<file path="src/rtl/run_controller.sv">
// Run/step/stop sequencer for the cellular-automaton core: gates execution_enable and issues core resets.
// Optional trace outputs (trace_valid, trace_pc, halt_pc) are built when RUN_CTRL_TRACE_EN is defined.
module run_controller #(
  parameter int PC_WIDTH = 12,
  parameter int INSTR_WIDTH = 16,
  parameter logic [INSTR_WIDTH-1:0] HALT_INSTRUCTION = 16'hFFFF,
  parameter int CNT_WIDTH = 32,
  parameter int FLUSH_CYCLES = 2
) (
  input  logic                   clk,
  input  logic                   rst,
  input  logic                   cmd_valid,
  output logic                   cmd_ready,
  input  logic [1:0]             cmd_op,
  input  logic                   breakpoint_en,
  input  logic [PC_WIDTH-1:0]    breakpoint_pc,
  input  logic [CNT_WIDTH-1:0]   cycle_limit,
  input  logic [PC_WIDTH-1:0]    program_counter,
  input  logic [INSTR_WIDTH-1:0] instruction,
  output logic                   execution_enable,
  output logic                   core_rst,
  output logic [1:0]             state,
  output logic [2:0]             halt_reason,
  output logic                   halt_done,
  output logic [CNT_WIDTH-1:0]   cycle_count,
  output logic                   trace_valid,
  output logic [PC_WIDTH-1:0]    trace_pc,
  output logic [PC_WIDTH-1:0]    halt_pc
);

  localparam logic [2:0] S_IDLE   = 3'd0;
  localparam logic [2:0] S_RUN    = 3'd1;
  localparam logic [2:0] S_HALTED = 3'd2;
  localparam logic [2:0] S_FLUSH  = 3'd3;
  localparam logic [2:0] S_STEP   = 3'd4;

  localparam logic [1:0] OP_RUN   = 2'd0;
  localparam logic [1:0] OP_STEP  = 2'd1;
  localparam logic [1:0] OP_STOP  = 2'd2;
  localparam logic [1:0] OP_CLEAR = 2'd3;

  localparam logic [2:0] R_NONE  = 3'd0;
  localparam logic [2:0] R_HALT  = 3'd1;
  localparam logic [2:0] R_BREAK = 3'd2;
  localparam logic [2:0] R_LIMIT = 3'd3;
  localparam logic [2:0] R_HOST  = 3'd4;

  localparam int FW = (FLUSH_CYCLES > 1) ? $clog2(FLUSH_CYCLES) : 1;
  localparam logic [FW-1:0] FLUSH_LAST = FW'(FLUSH_CYCLES - 1);

  logic [2:0]           state_reg, state_next;
  logic [2:0]           reason_reg, reason_next;
  logic [CNT_WIDTH-1:0] count_reg, count_next, count_inc;
  logic                 resume_reg, resume_next;
  logic                 halt_done_reg, halt_done_next;
  logic [FW-1:0]        flush_reg, flush_next;

  logic hi, bp, lim, accept;

  assign hi  = (instruction == HALT_INSTRUCTION);
  assign bp  = breakpoint_en && (program_counter == breakpoint_pc) && !resume_reg;
  assign lim = (cycle_limit != '0) && (count_reg >= cycle_limit);

  assign cmd_ready = (state_reg == S_IDLE) || (state_reg == S_RUN) || (state_reg == S_HALTED);
  assign accept    = cmd_valid && cmd_ready;

  // Combinational gate: the cycle a halt condition appears, the instruction is not executed.
  assign execution_enable = ((state_reg == S_RUN) && !hi && !bp && !lim) ||
                            ((state_reg == S_STEP) && !hi);

  assign count_inc = (count_reg == '1) ? count_reg : count_reg + 1'b1;

  always_comb begin
    state_next  = state_reg;
    reason_next = reason_reg;
    count_next  = count_reg;
    resume_next = resume_reg;
    flush_next  = flush_reg;
    case (state_reg)
      S_IDLE: begin
        if (accept) begin
          case (cmd_op)
            OP_RUN:   begin state_next = S_RUN;  count_next = '0; resume_next = 1'b0; end
            OP_STEP:  begin state_next = S_STEP; count_next = '0; resume_next = 1'b0; end
            OP_CLEAR: state_next = S_FLUSH;
            default:  state_next = S_IDLE;
          endcase
        end
      end
      S_RUN: begin
        resume_next = 1'b0;
        if (execution_enable) count_next = count_inc;
        // A host CLEAR takes precedence over any halt condition seen in the same cycle.
        if (accept && cmd_op == OP_CLEAR) begin
          state_next = S_FLUSH;
        end else if (hi) begin
          state_next = S_HALTED; reason_next = R_HALT;
        end else if (bp) begin
          state_next = S_HALTED; reason_next = R_BREAK;
        end else if (lim) begin
          state_next = S_HALTED; reason_next = R_LIMIT;
        end else if (accept && cmd_op == OP_STOP) begin
          state_next = S_HALTED; reason_next = R_HOST;
        end
      end
      S_STEP: begin
        resume_next = 1'b0;
        state_next  = S_HALTED;
        if (hi) begin
          reason_next = R_HALT;
        end else begin
          reason_next = R_NONE;
          count_next  = count_inc;
        end
      end
      S_HALTED: begin
        if (accept) begin
          case (cmd_op)
            OP_RUN:   begin state_next = S_RUN;  resume_next = 1'b1; end
            OP_STEP:  begin state_next = S_STEP; resume_next = 1'b1; end
            OP_CLEAR: state_next = S_FLUSH;
            default:  state_next = S_HALTED;
          endcase
        end
      end
      S_FLUSH: begin
        if (flush_reg == '0) state_next = S_IDLE;
        else                 flush_next = flush_reg - 1'b1;
      end
      default: state_next = S_IDLE;
    endcase
    if (state_next == S_FLUSH && state_reg != S_FLUSH) begin
      flush_next  = FLUSH_LAST;
      count_next  = '0;
      reason_next = R_NONE;
      resume_next = 1'b0;
    end
  end

  assign halt_done_next = (state_next == S_HALTED) && (state_reg != S_HALTED);

  always_ff @(posedge clk) begin
    if (rst) begin
      state_reg     <= S_IDLE;
      reason_reg    <= R_NONE;
      count_reg     <= '0;
      resume_reg    <= 1'b0;
      halt_done_reg <= 1'b0;
      flush_reg     <= '0;
    end else begin
      state_reg     <= state_next;
      reason_reg    <= reason_next;
      count_reg     <= count_next;
      resume_reg    <= resume_next;
      halt_done_reg <= halt_done_next;
      flush_reg     <= flush_next;
    end
  end

  assign core_rst    = (state_reg == S_FLUSH);
  assign state       = (state_reg == S_STEP) ? 2'd1 : state_reg[1:0];
  assign halt_reason = reason_reg;
  assign halt_done   = halt_done_reg;
  assign cycle_count = count_reg;

`ifdef RUN_CTRL_TRACE_EN
  logic                trace_valid_reg;
  logic [PC_WIDTH-1:0] trace_pc_reg;
  logic [PC_WIDTH-1:0] halt_pc_reg;

  always_ff @(posedge clk) begin
    if (rst) begin
      trace_valid_reg <= 1'b0;
      trace_pc_reg    <= '0;
      halt_pc_reg     <= '0;
    end else begin
      trace_valid_reg <= execution_enable;
      trace_pc_reg    <= program_counter;
      if (halt_done_next) halt_pc_reg <= program_counter;
    end
  end

  assign trace_valid = trace_valid_reg;
  assign trace_pc    = trace_pc_reg;
  assign halt_pc     = halt_pc_reg;
`else
  assign trace_valid = 1'b0;
  assign trace_pc    = '0;
  assign halt_pc     = '0;
`endif

endmodule

</file>
<file path="config.mk">
export PLATFORM = sky130hd
export DESIGN_NAME = run_controller
export DESIGN_NICKNAME = d
export VERILOG_FILES = /design/src/rtl/run_controller.sv
export SDC_FILE = /design/constraint.sdc
export NUM_CORES = 1
export LEC_CHECK = 0
export ABC_AREA = 1
export BUFFER_PORTS_ARGS = -buffer_cell sky130_fd_sc_hd__buf_2
export CAP_MARGIN = 20
export CORE_AREA = 4 4 117 119
export DETAILED_ROUTE_END_ITERATION = 10
export DIE_AREA = 0 0 121 123
export HOLD_SLACK_MARGIN = 0.08
export PLACE_DENSITY_LB_ADDON = 0.1
export SYNTH_ARGS = -nofsm -noshare
export SYNTH_HDL_FRONTEND = slang
export SYNTH_SLANG_ARGS = --single-unit
</file>
<file path="constraint.sdc">
create_clock -name clk -period 1.85 [get_ports clk]
set_input_delay 0.2775 -clock clk [delete_from_list [all_inputs] [get_ports clk]]
set_output_delay 0.2775 -clock clk [all_outputs]
set_load 0.02 [all_outputs]
</file>
-- Word-level counts from Yosys, hierarchy flattened
Index checks and enable logic that the tools add are counted.
- add/subtract/negate cells: 2
- order comparisons: 1
- equality and inequality tests: 22
- multiplexer cells: 33
- reductions and logical operators: 32
- operators with widths (operator ; count):
    32-bit two-way mux ; 5
    32-bit one-hot mux with 3 select lines ; 1
    3-bit two-way mux ; 13
    32-bit by 1-bit adder with 32-bit output (second input constant) ; 1
    32-bit == test (second input constant) ; 1
    32-bit >= comparator ; 1
    32-bit nonzero test ; 1
    3-bit one-hot mux with 3 select lines ; 2
    16-bit == test (second input constant) ; 1
    3-bit one-hot mux with 5 select lines ; 1
    2-bit != test (second input constant) ; 7
    12-bit == test ; 1
    3-bit by 2-bit == test with 1-bit output (second input constant) ; 4
    1-bit logical AND ; 12
    5-bit AND reduction ; 2
    1-bit two-way mux ; 8
    3-bit by 2-bit != test with 1-bit output (second input constant) ; 2
    3-bit one-hot mux with 2 select lines ; 1
    3-bit nonzero test ; 2
    2-bit OR reduction ; 3
    5-bit by 4-bit != test with 1-bit output (second input constant) ; 1
    2-bit == test (second input constant) ; 2
    1-bit logical NOT ; 4
    2-bit nonzero test ; 2
    10 further kinds ; 12
- register bits: 41
- output and inout port bits: 66

-- Longest topological paths before layout
- depth in word-level cells: 14
- gate-level depth with buffers: 22
- mapped depth without buffers: 21

-- Worst setup path after synthesis
OpenSTA, ideal clock, no wires.
- path type: register to register
- start point: reg count_reg[0] (netlist: cycle_count[0])
- end point: reg reason_reg[2] (netlist: halt_reason[2])
- library setup time: 119 ps
- arrival time: 2086 ps
- required time: 1731 ps
- path slack: -355 ps
- stages on the path, launching flop included: 19
- path buffers: 1
- clock period less this slack: 2205 ps
- cell sequence: dfxtp_1 -> inv_1 -> ha_1 -> nand2_1 -> nor2_1 -> nand2_1 -> nor2_1 -> nor2_1 -> nand2_1 -> nand2_1 -> nand2_1 -> nand2_2 -> nand4_1 -> nand2_1 -> nand2_1 -> nand4_1 -> nand2_4 -> buf_6 -> nor2_2
- cells in the longest elaborated chain, start to end: 10
- elaborated cells on any way between the ends: 17
- those cells by class: order compare: 1; eq/ne: 2; mux: 10; reduce/logical: 4
- RTL lines (item ; line ; source):
    start: declaration ; 53 ; logic [CNT_WIDTH-1:0] count_reg, count_next, count_inc;
    start signal: assignment ; 153 ; count_reg <= count_next;
    32-bit >= comparator (*) ; 62 ; assign lim = (cycle_limit != '0) && (count_reg >= cycle_limit);
    1-bit logical AND (*) ; 62 ;
    3-bit two-way mux ; 100 ; end else if (lim) begin
    3-bit two-way mux ; 98 ; end else if (bp) begin
    3-bit two-way mux ; 96 ; end else if (hi) begin
    3-bit two-way mux ; 94 ; if (accept && cmd_op == OP_CLEAR) begin
    3-bit one-hot mux with 5 select lines ; 79 ; case (state_reg)
    3-bit by 2-bit == test with 1-bit output ; 132 ; if (state_next == S_FLUSH && state_reg != S_FLUSH) begin
    1-bit logical AND ; 132 ;
    2-bit OR reduction (no source line) ; -- ;
    end signal: assignment ; 152 ; reason_reg <= reason_next;
    end: declaration ; 52 ; logic [2:0] reason_reg, reason_next;
Mark *: on every way between the ends. The rest lies on a longest branch, timed or not. The select of a mux whose other input is x is not followed.
A chain may end at the register's enable or synchronous reset.

-- Final worst setup path
- start point: reg count_reg[27] (netlist: cycle_count[27])
- end point: reg count_reg[25] (netlist: cycle_count[25])
- cells in the longest elaborated chain, start to end: 10
- elaborated cells on any way between the ends: 20
- those cells by class: order compare: 1; eq/ne: 3; mux: 9; reduce/logical: 7
- RTL lines (item ; line):
    32-bit >= comparator ; 62
    1-bit logical AND ; 62
    3-bit two-way mux ; 100
    3-bit two-way mux ; 98
    3-bit two-way mux ; 96
    3-bit two-way mux ; 94
    3-bit one-hot mux with 5 select lines ; 79
    3-bit by 2-bit == test with 1-bit output ; 132
    1-bit logical AND ; 132
    2-bit OR reduction (no source line) ; --
Parallel ways exist; a longest one is shown, timed or not. The select of a mux whose other input is x is not followed.

==> flow_summary_export.csv <==
group,metric,value,unit
place,placedInstanceArea,6230,µm²
cts,number_of_buffers_added_by_the_clock_tree_synthesis_step,5,
setup_path,worst_ep_required_time,2.03,ns
global_routing,initial_antenna_violation_count,0,
logic_synthesis,yosysWarningCount,0,
logic_synthesis,flop_and_latch_count_out_of_synthesis,41,
route,route.vias.total,5322,
setup_path,cpMaxStageDelayCell,"dfxtp_4",
timing,relSlewSlack,66.2,%
setup_path,cpPeakStageDelay,0.34,ns
setup_path,worst_setup_path_start_kind,"flip-flop",
cts,clkLatencyLatePin,0.29,ns
logic_synthesis,synth_top_area_share,18.8,%
route,wl_per_cell,13.8,µm
finish,postLayoutCoreUtil,55.0,%
setup_path,critical_path_arrival,2.58,ns
floorplan,std_cell_rows,41,
job,max_cap_viol,0,
timing,timing.final.crit_share,130,%
worst_hold_path,min_path_type,"input pin to flip-flop",
timing,achievable-frequency,417,MHz
setup_path,critical_path.max_fanout,7,
place,port-buffer-count,118,
setup_path,end_kind,"flip-flop",
timing,worstMarginPinSlew,0.503,ns
timing,hold_viol_final,0,
route,post_drt_via_cell_ratio,4.62,
cts,cts_tree,"yes",
setup_path,crit_type,"flip-flop to flip-flop",
floorplan,top_level_ports,144,
setup_path,cpMostUsedCell,"nand2_4",
global_routing,grt_start_max_net_pins,20,
route,drt_first_pass_iters,5,
timing,final.setup_skew,0.0107,ns
place,dpl_ws,-0.601,ns
finish,syn_to_final_growth,58.5,%
cts,h-tree-depth,2,
cts,cts_hold_buffers,0,
floorplan,die_width,121,µm
logic_synthesis,number_of_cells_produced_by_synthesis,723,
timing,final_max_slew_viol_count,0,
finish,largest_register_ff_count,32,
timing,final_critical_path_setup_slack,-0.549,ns
place,place.detailed.hpwl,12500,µm
route,finalWirelength,15800,µm
logic_synthesis,yosysTopAreaCell,"dfxtp_1",
global_routing,overflow,0,
outcome,violated_checks,"negative setup slack",
global_routing,grt_first_pass_wirelength,24300,µm
timing,setup-violations-final,41,
setup_path,worstPathCellList,"ha_1 > a21oi_1 > o21ai_0 > nand2_1 > nand2_1 > nor2_1 > nand2_4 > nand2_4 > buf_6 > nand3_4 > nand2_2 > nand4_1 > nand2_4 > clkbuf_16 > nor2_1",
route,antenna_left,0,
power_and_ir_drop,p_leak,3.34,nW
timing,rsz0062_at_grt,"yes",
timing,whs,0.169,ns
cts,tritoncts_num_sinks,41,
route,first_iter_violations,211,
global_routing,groute.usage.overall,20.2,%
place,numPlacedInstances,1126,
cts,clk_transition_reported_paths,0.07,ns
logic_synthesis,synth_enable_flop_cells,0,
floorplan,floorplan.die_area,14900,µm²
logic_synthesis,synth.cells.most_frequent,"165 x nand2_1, 126 x inv_1, 86 x nor2_1",
finish,nNetsFinal,1096,
logic_synthesis,async_reset_ff_share,0,%
global_routing,grt_pass1_vias,5069,
logic_synthesis,synth_cell_types,36,
power_and_ir_drop,power-per-cell-area,411,nW/µm²
route,drcViolationCount,0,
logic_synthesis,synthMostInstantiatedCell,"nand2_1",
place,finalWeightedCongestion,0.852,
power_and_ir_drop,highest_ir_drop_seen_on_vdd,0.280,mV
cts,ctsRootBufferMaster,"clkbuf_16",
logic_synthesis,syn_area,4360,µm²
finish,fillCellCount,1287,
finish,antenna_cells,0,
finish,area_of_all_placed_cells_without_fillers,6910,µm²
finish,final_cells,1152,
outcome,status,"finished with violations",
finish,post_route_cells_drive_above_1_share,41.8,%
logic_synthesis,yosys-top-cells-area,"dfxtp_1 19%, nand2_1 14%, ha_1 11%",
floorplan,start_util,34.7,%
cts,clock_path_buffers,2,
logic_synthesis,top_ff_cell_synth,"dfxtp_1",
timing,timing.final.crit_period,2.40,ns
logic_synthesis,synthesis.area_per_instance,6.03,µm²
logic_synthesis,synth_sequential_area_ratio,18.8,%
floorplan,die_h,123,µm
floorplan,core,12600,µm²
## timing repair
| item | 4_1_cts | 5_1_grt |
|---|---|---|
| pin swaps | 21 | 15 |
| endpoints found under the setup margin | 41 | 41 |
| gates resized for setup | 47 | 38 |
| setup buffers | 8 | 3 |
| cloned | 2 | 5 |
## critical path, delay by kind of cell (launching register included)
family	cells	cell delay (ns)
AND/OR/NAND/NOR	10	1.11
flip-flops	1	0.34
buffers and inverters	2	0.32
adder cells (fa/ha/maj)	1	0.28
AO/OA/AOI/OAI	2	0.25
## area by class of cell
type | instances | area, µm² | share of cell area (%)
Inverter | 130 | 492 | 7.11
Timing Repair Buffer | 263 | 1870 | 27.0
Tap cell | 172 | 215 | 3.11
Clock inverter | 2 | 8.76 | 0.127
Multi-Input combinational cell | 538 | 3280 | 47.5
Clock buffer | 6 | 139 | 2.01
Sequential cell | 41 | 906 | 13.1
## where the power goes
part | internal (mW) | switching (mW)
registers | 0.879 | 0.0177
clock network | 0.531 | 0.373
logic | 0.472 | 0.565
total | 1.88 | 0.956
## final timing paths
check / endpoint / startpoint / cells past startpoint / slack (ns)
worst min register to register: flush_reg / flush_reg / 2 / 0.49
worst max-delay path: cycle_count[25] / cycle_count[27] / 15 / -0.55
worst max register to register: cycle_count[25] / cycle_count[27] / 15 / -0.55
worst min-delay path: state_reg[0] / rst / 2 / 0.17
## cell usage in the layout (no fill, tap or decap), types with 23 or more instances in the layout
| cell type | n |
|---|---|
| nand3_1 | 37 |
| conb_1 | 25 |
| buf_4 | 124 |
| nand4_1 | 23 |
| o21ai_1 | 24 |
| inv_1 | 124 |
| nor3_1 | 24 |
| nand2_1 | 145 |
| nor2_1 | 72 |
| buf_2 | 118 |
## layer usage
metal,up-vias,part of all wire [%],global-route usage [%]
met4,0,1.3,3.68
li1,2761,-,-
met1,2426,49,27.7
met5,-,0,0
met2,121,46,34.4
met3,14,4.0,2.52
## cell families after synthesis
family          count (synthesis)  share of synthesized area [%]
compound gates                 73                           9.12
xor+xnor                        8                           1.61
fa+ha+maj                      39                           11.2
buf+inv                       168                           17.7
flops                          41                           18.8
other cells                     1                         0.0860
simple gates                  393                           41.4
## per-stage QoR
step                setup TNS, ns  power [mW]
floorplan                   -5.04        1.44
global placement           -21.40        1.70
detailed placement         -22.59        1.71
CTS                        -16.33        2.77
global route               -23.46        3.00
finish                     -20.05        2.84
No activity file was read; power rests on OpenSTA's default activity.
